## src/rtl/mem_stage_lsu.sv

```systemverilog
// MEM-stage load/store unit: data-cache handshake, byte masks, store lane replication and load extension.
// Optional performance counters are enabled by defining LSU_PERF_CNT_EN.
module mem_stage_lsu #(
  parameter int unsigned ADDR_WIDTH = 32,
  parameter int unsigned CNT_WIDTH  = 32
) (
  input  logic                  clk,
  input  logic                  rst,
  input  logic                  mem_read_i,
  input  logic                  mem_write_i,
  input  logic [2:0]            funct3_i,
  input  logic [ADDR_WIDTH-1:0] addr_i,
  input  logic [31:0]           store_data_i,
  input  logic                  advance_i,
  output logic [ADDR_WIDTH-1:0] dmem_address,
  output logic                  dmem_read,
  output logic                  dmem_write,
  output logic [3:0]            dmem_mbe,
  output logic [31:0]           dmem_wdata,
  input  logic [31:0]           dmem_rdata,
  input  logic                  dmem_resp,
  output logic                  stall_o,
  output logic [3:0]            wmask_o,
  output logic [31:0]           load_data_o,
  output logic                  err_o
`ifdef LSU_PERF_CNT_EN
  ,
  output logic [CNT_WIDTH-1:0]  ld_cnt_o,
  output logic [CNT_WIDTH-1:0]  st_cnt_o,
  output logic [CNT_WIDTH-1:0]  stall_cnt_o
`endif
);

  localparam logic [1:0] IDLE = 2'd0;
  localparam logic [1:0] BUSY = 2'd1;
  localparam logic [1:0] DONE = 2'd2;

  logic [1:0]            state, state_nxt;
  logic                  req, err, misalign, bad_code;
  logic [3:0]            mask;
  logic [31:0]           wdata;
  logic [ADDR_WIDTH-1:0] addr_q;
  logic [3:0]            mask_q;
  logic [31:0]           wdata_q, rdata_q, ext;
  logic [2:0]            f3_q;
  logic                  write_q;
  logic [1:0]            off_q;
  logic [7:0]            byte_sel;
  logic [15:0]           half_sel;
  logic                  idle, busy, done;

  assign req  = mem_read_i | mem_write_i;
  assign idle = (state == IDLE);
  assign busy = (state == BUSY);
  assign done = (state == DONE);

  always_comb begin
    mask     = '0;
    wdata    = '0;
    misalign = 1'b0;
    case (funct3_i[1:0])
      2'b00: begin
        mask  = 4'b0001 << addr_i[1:0];
        wdata = {4{store_data_i[7:0]}};
      end
      2'b01: begin
        mask     = 4'b0011 << {addr_i[1], 1'b0};
        wdata    = {2{store_data_i[15:0]}};
        misalign = addr_i[0];
      end
      2'b10: begin
        mask     = 4'b1111;
        wdata    = store_data_i;
        misalign = |addr_i[1:0];
      end
      default: ;
    endcase
  end

  // Stores accept only 000/001/010; loads additionally accept the unsigned 100/101.
  assign bad_code = mem_write_i ? (funct3_i[2] | (funct3_i[1:0] == 2'b11))
                                : ((funct3_i[1:0] == 2'b11) | (funct3_i[2] & funct3_i[1]));
  assign err = req & ((mem_read_i & mem_write_i) | misalign | bad_code);

  always_comb begin
    state_nxt = state;
    case (state)
      IDLE:    if (req && !err) state_nxt = BUSY;
      BUSY:    if (dmem_resp)   state_nxt = DONE;
      DONE:    if (advance_i)   state_nxt = IDLE;
      default: state_nxt = IDLE;
    endcase
  end

  always_ff @(posedge clk or negedge rst) begin
    if (!rst) begin
      state   <= IDLE;
      addr_q  <= '0;
      mask_q  <= '0;
      wdata_q <= '0;
      f3_q    <= '0;
      write_q <= 1'b0;
      off_q   <= '0;
      rdata_q <= '0;
    end else begin
      state <= state_nxt;
      if (idle && req && !err) begin
        addr_q  <= {addr_i[ADDR_WIDTH-1:2], 2'b00};
        mask_q  <= mask;
        wdata_q <= mem_write_i ? wdata : '0;
        f3_q    <= funct3_i;
        write_q <= mem_write_i;
        off_q   <= addr_i[1:0];
        rdata_q <= '0;
      end
      if (busy && dmem_resp && !write_q) rdata_q <= dmem_rdata;
    end
  end

  always_comb begin
    case (off_q)
      2'd0:    byte_sel = rdata_q[7:0];
      2'd1:    byte_sel = rdata_q[15:8];
      2'd2:    byte_sel = rdata_q[23:16];
      default: byte_sel = rdata_q[31:24];
    endcase
    half_sel = off_q[1] ? rdata_q[31:16] : rdata_q[15:0];
    case (f3_q)
      3'b000:  ext = {{24{byte_sel[7]}}, byte_sel};
      3'b100:  ext = {24'd0, byte_sel};
      3'b001:  ext = {{16{half_sel[15]}}, half_sel};
      3'b101:  ext = {16'd0, half_sel};
      default: ext = rdata_q;
    endcase
  end

  // Input-derived outputs are gated by rst so everything reads zero while reset is held.
  assign dmem_address = busy ? addr_q : '0;
  assign dmem_read    = busy & ~write_q;
  assign dmem_write   = busy & write_q;
  assign dmem_mbe     = busy ? mask_q : '0;
  assign dmem_wdata   = busy ? wdata_q : '0;
  assign stall_o      = busy | (rst & idle & req & ~err);
  assign wmask_o      = idle ? ((rst & req & ~err) ? mask : '0) : mask_q;
  assign load_data_o  = done ? ext : '0;
  assign err_o        = rst & idle & err;

`ifdef LSU_PERF_CNT_EN
  always_ff @(posedge clk or negedge rst) begin
    if (!rst) begin
      ld_cnt_o    <= '0;
      st_cnt_o    <= '0;
      stall_cnt_o <= '0;
    end else begin
      if (busy && dmem_resp && !write_q) ld_cnt_o <= ld_cnt_o + 1'b1;
      if (busy && dmem_resp && write_q)  st_cnt_o <= st_cnt_o + 1'b1;
      if (stall_o)                       stall_cnt_o <= stall_cnt_o + 1'b1;
    end
  end
`endif

endmodule

```

## config.mk

```make
export PLATFORM = sky130hd
export DESIGN_NAME = mem_stage_lsu
export DESIGN_NICKNAME = d
export VERILOG_FILES = /design/src/rtl/mem_stage_lsu.sv
export SDC_FILE = /design/constraint.sdc
export NUM_CORES = 1
export LEC_CHECK = 0
export ABC_AREA = 1
export CAP_MARGIN = 20
export CORE_UTILIZATION = 42
export CTS_CLUSTER_SIZE = 25
export DETAILED_ROUTE_END_ITERATION = 6
export HOLD_SLACK_MARGIN = 0.02
export PLACE_DENSITY = 0.9
export SLEW_MARGIN = 20
export SYNTH_ARGS = -nofsm -noshare
export SYNTH_HDL_FRONTEND = slang
export SYNTH_SLANG_ARGS = --single-unit
```

## constraint.sdc

```tcl
create_clock -name clk -period 1.4 [get_ports clk]
set_input_delay 0.21 -clock clk [delete_from_list [all_inputs] [get_ports clk]]
set_output_delay 0.21 -clock clk [all_outputs]
set_load 0.01 [all_outputs]
```

==> flow_summary.html <==
<table>
<tr><th>Metric</th><th>Value</th></tr>
<tr><th colspan="2">Run status</th></tr>
<tr><td>Run status</td><td>complete, but fails checks</td></tr>
<tr><td>Violated checks</td><td>design-rule violations, negative setup slack</td></tr>
<tr><th colspan="2">Detailed routing</th></tr>
<tr><td>Number of vias in the routed layout</td><td>7,761</td></tr>
<tr><td>Per-cell routed wire length</td><td>19.8 um</td></tr>
<tr><td>Total Routed Length</td><td>27.5 mm</td></tr>
<tr><td>First-pass detailed-route iteration total</td><td>7</td></tr>
<tr><td>DRC viols</td><td>4</td></tr>
<tr><td>Detailed Route Iter0 Violations</td><td>756</td></tr>
<tr><td>Detail-routed via count per cell</td><td>5.57</td></tr>
<tr><td>Final antenna-violating net count</td><td>0</td></tr>
<tr><th colspan="2">Global route</th></tr>
<tr><td>Antenna violations before repair</td><td>1</td></tr>
<tr><td>Overall overflow remaining after global route</td><td>0</td></tr>
<tr><td>Wire length of the first global-routing pass</td><td>33.9 mm</td></tr>
<tr><td>Largest net degree at the start of global routing</td><td>60</td></tr>
<tr><td>Via count of the first global-routing pass</td><td>6,584</td></tr>
<tr><td>Total Routing Usage GR</td><td>27.6%</td></tr>
<tr><th colspan="2">Worst setup path</th></tr>
<tr><td>Required time of the critical path</td><td>1190 ps</td></tr>
<tr><td>Data arrival time at the worst-slack endpoint</td><td>1950 ps</td></tr>
<tr><td>Number of cells traversed by the worst register-to-register path</td><td>10</td></tr>
<tr><td>Element type at the critical path start</td><td>flip-flop</td></tr>
<tr><td>Largest fanout on the critical path</td><td>20</td></tr>
<tr><td>Crit Reg-Reg Endpoint</td><td>addr_q[6]</td></tr>
<tr><td>Critical path endpoint category</td><td>output port</td></tr>
<tr><td>R2r setup slk</td><td>-400 ps</td></tr>
<tr><td>Setup CP Type</td><td>reg -&gt; out</td></tr>
<tr><td>Launching point of the worst reg2reg path</td><td>state[0]</td></tr>
<tr><th colspan="2">Finish</th></tr>
<tr><td>Final cell count without fillers</td><td>1,394</td></tr>
<tr><td>Area added between synthesis and finish</td><td>80.7%</td></tr>
<tr><td>Share of cells above drive strength 1</td><td>45.9%</td></tr>
<tr><td>Final net count</td><td>1,313</td></tr>
<tr><td>Final cell area excluding filler cells</td><td>0.0114 mm^2</td></tr>
<tr><td>Core utilization of the finished layout</td><td>78.2%</td></tr>
<tr><th colspan="2">STA</th></tr>
<tr><td>Setup violators final</td><td>212</td></tr>
<tr><td>Worst hold slack after final layout</td><td>290 ps</td></tr>
<tr><td>Final Worst Setup Slack</td><td>-761 ps</td></tr>
<tr><td>Count of endpoints failing hold in the final timing report</td><td>0</td></tr>
<tr><td>Clock skew after layout</td><td>10.9 ps</td></tr>
<tr><td>Slew at the pin with the worst max-slew slack</td><td>654 ps</td></tr>
<tr><td>Pins Over Slew Limit</td><td>0</td></tr>
<tr><td>Max Fclk</td><td>0.463 GHz</td></tr>
<tr><td>Slew Limit Headroom</td><td>56.4%</td></tr>
<tr><td>Final sum of negative setup slack</td><td>-75,970 ps</td></tr>
<tr><td>Final period util</td><td>154%</td></tr>
<tr><td>Setup repair after global routing missed its margin</td><td>yes</td></tr>
<tr><td>Final period demand of the worst path</td><td>2160 ps</td></tr>
<tr><th colspan="2">Yosys</th></tr>
<tr><td>Synth top area cells</td><td>dfrtp_1 42%, nand2_1 16%, nor2_1 7.1%</td></tr>
<tr><td>EDFF count, synth</td><td>0</td></tr>
<tr><td>Post-synth top area cell</td><td>dfrtp_1</td></tr>
<tr><td>Prevailing post-synth register cell</td><td>dfrtp_1</td></tr>
<tr><td>Synthesized cell area</td><td>0.00631 mm^2</td></tr>
<tr><td>Async set-or-reset flop fraction in the synthesized netlist</td><td>100%</td></tr>
<tr><td>Share of Yosys cell area claimed by the top area cell type</td><td>42.0%</td></tr>
<tr><td>Sequential share of the synthesized area</td><td>42.0%</td></tr>
<tr><td>Most used standard cell by instance count after synthesis</td><td>nand2_1</td></tr>
<tr><td>Top post-synthesis cells by count</td><td>270 x nand2_1, 119 x nor2_1, 106 x dfrtp_1</td></tr>
<tr><td>Average footprint of a synthesized cell</td><td>7.20 um^2</td></tr>
<tr><td>Number of flip-flops and latches in the synthesized netlist</td><td>106</td></tr>
<tr><td>Count of different cell masters after synthesis</td><td>32</td></tr>
<tr><td>Post-synthesis instance total</td><td>877</td></tr>
<tr><td>Warning count from the yosys run</td><td>0</td></tr>
<tr><th colspan="2">Floorplanning</th></tr>
<tr><td>Die area</td><td>0.0155 mm^2</td></tr>
<tr><td>Die width</td><td>125 um</td></tr>
<tr><td>Number of primary I/O pins</td><td>213</td></tr>
<tr><td>Core Rows</td><td>44</td></tr>
<tr><td>Y dimension of the die</td><td>125 um</td></tr>
<tr><td>Initial Utilization</td><td>43.3%</td></tr>
<tr><td>Core footprint</td><td>0.0146 mm^2</td></tr>
<tr><th colspan="2">Power and ir drop</th></tr>
<tr><td>Comb pwr share</td><td>58.0%</td></tr>
<tr><td>Power density over the cells</td><td>1640 mW/mm^2</td></tr>
<tr><td>Register share of total power</td><td>27.3%</td></tr>
<tr><td>Proportion of power drawn by the clock network</td><td>14.7%</td></tr>
<tr><td>Design internal power</td><td>10.7 mW</td></tr>
<tr><td>Sw Ratio</td><td>42.9%</td></tr>
<tr><td>Total Power</td><td>18.7 mW</td></tr>
<tr><td>Power dissipated by switching net loads</td><td>8.03 mW</td></tr>
<tr><td>Maximum vdd drop</td><td>0.873 mV</td></tr>
<tr><td>Static leakage</td><td>5.57 nW</td></tr>
<tr><th colspan="2">Placed design</th></tr>
<tr><td># placed instances</td><td>1,309</td></tr>
<tr><td>Total half-perimeter wirelength after legalization and detailed placement</td><td>14.3 mm</td></tr>
<tr><td>Post-Place Setup Slack</td><td>-1130 ps</td></tr>
<tr><td>Last weighted congestion value of the routability-driven placer</td><td>0.892</td></tr>
<tr><td>Number of buffers added on ports</td><td>210</td></tr>
<tr><td>Placement Cell Area</td><td>0.00919 mm^2</td></tr>
<tr><th colspan="2">CTS</th></tr>
<tr><td>Clock Latency Late Sink</td><td>360 ps</td></tr>
<tr><td>Clock sink total</td><td>106</td></tr>
<tr><td>Clock tree from TritonCTS</td><td>done</td></tr>
<tr><td>Clock transition at the register clock pins on the worst setup and hold paths after CTS</td><td>70 ps</td></tr>
<tr><td>CTS max path bufs</td><td>2</td></tr>
<tr><td>Total number of H-tree levels</td><td>3</td></tr>
<tr><td>Root Buffer</td><td>clkbuf_16</td></tr>
<tr><td>Number of buffers created by CTS</td><td>9</td></tr>
<tr><th colspan="2">Run</th></tr>
<tr><td>Max-cap violation count</td><td>0</td></tr>
<tr><th colspan="2">Hold path</th></tr>
<tr><td>Number of stages on the worst hold path</td><td>4</td></tr>
<tr><td>Hold Crit Start</td><td>funct3_i[1]</td></tr>
<tr><td>Hold WC Path Type</td><td>in -&gt; reg</td></tr>
<tr><td>End point of the worst hold path</td><td>f3_q[1]</td></tr>
</table>
==> registers in the layout, indices dropped and copies added, names as in the netlist <==
name and flops:
f3_q 3, state 2, wdata_q 32, addr_q 30
mask_q 4, write_q 1, rdata_q 32, off_q 2
==> worst max-delay path by stage <==
stage	startpoint	end	slack (ps)	depth (start not counted)
CTS	off_q[1]	load_data_o[16]	-600	8
finish	off_q[1]	load_data_o[4]	-760	8
detailed placement	funct3_i[0]	wmask_o[1]	-1130	11
floorplan	off_q[1]	load_data_o[22]	-80	8
global placement	funct3_i[0]	wmask_o[0]	-1080	11
global route	off_q[1]	load_data_o[4]	-830	8
==> metal layers <==
metal | global-route usage [%] | vias up | wire length (um) | share of wire (%)
met5 | 0 | - | 0 | 0
met1 | 34.7 | 3718 | 10200 | 37
met2 | 46.5 | 523 | 13800 | 50
li1 | - | 3401 | - | -
met3 | 5.24 | 119 | 2320 | 8.4
met4 | 11.2 | 0 | 1210 | 4.4
==> kinds of logic after synthesis <==
logic type | share of synthesized area [%]
flip-flops | 42.0
AO/OA/AOI/OAI | 12.9
adder cells (fa/ha/maj) | 0.793
AND/OR/NAND/NOR | 32.1
buffers and inverters | 12.1
other | 0.0594
==> what timing repair did <==
item	4_1_cts	5_1_grt
gates resized for setup	355	468
gates cloned	5	20
pin swaps	24	51
setup endpoints to repair	211	271
setup buffers	5	38
hold buffers	1	0
hold endpoints to repair	9	0
==> layout by cell type (no fill, tap or decap), types with 26 or more instances in the layout <==
cell type	synthesis	routed
buf_4	5	86
buf_6	17	84
nand3_1	80	62
o21ai_2	42	51
nand2_2	6	53
buf_2	11	54
nor2_1	119	38
inv_1	95	87
nand2_4	0	26
nor2_2	1	33
nand2_1	270	195
nor2_4	0	49
clkdlybuf4s50_1	0	99
dfrtp_1	106	106
==> area by class of cell <==
type | count | area, um^2
multi-input combinational | 616 | 3990
timing repair buffer | 369 | 3810
fill | 883 | 3180
sequential | 106 | 2650
inverter | 102 | 403
clock buffer | 13 | 270
tap | 184 | 230
clock inverter | 3 | 46.3
antenna | 1 | 2.50
==> power by group through the flow <==
| stage | logic (mW) | registers (mW) | clock network, mW |
|---|---|---|---|
| 2_1_floorplan | 3.95 | 4.82 | 0 |
| 3_5_place_dp | 7.14 | 4.98 | 0 |
| 6_report | 10.9 | 5.11 | 2.75 |
| 3_3_place_gp | 6.95 | 4.93 | 0 |
| 5_1_grt | 11.5 | 5.19 | 2.87 |
| 4_1_cts | 7.73 | 4.96 | 2.72 |
==> worst max-delay path, cell delays in order, from the launching register on <==
cell and delay, ps:
dfrtp_1 430, inv_2 90, buf_12 170, nand2_2 80
o21ai_2 110, o211ai_1 280, nand2_1 150, nor2_1 140
buf_2 150
Power figures use the tool's default switching activity.
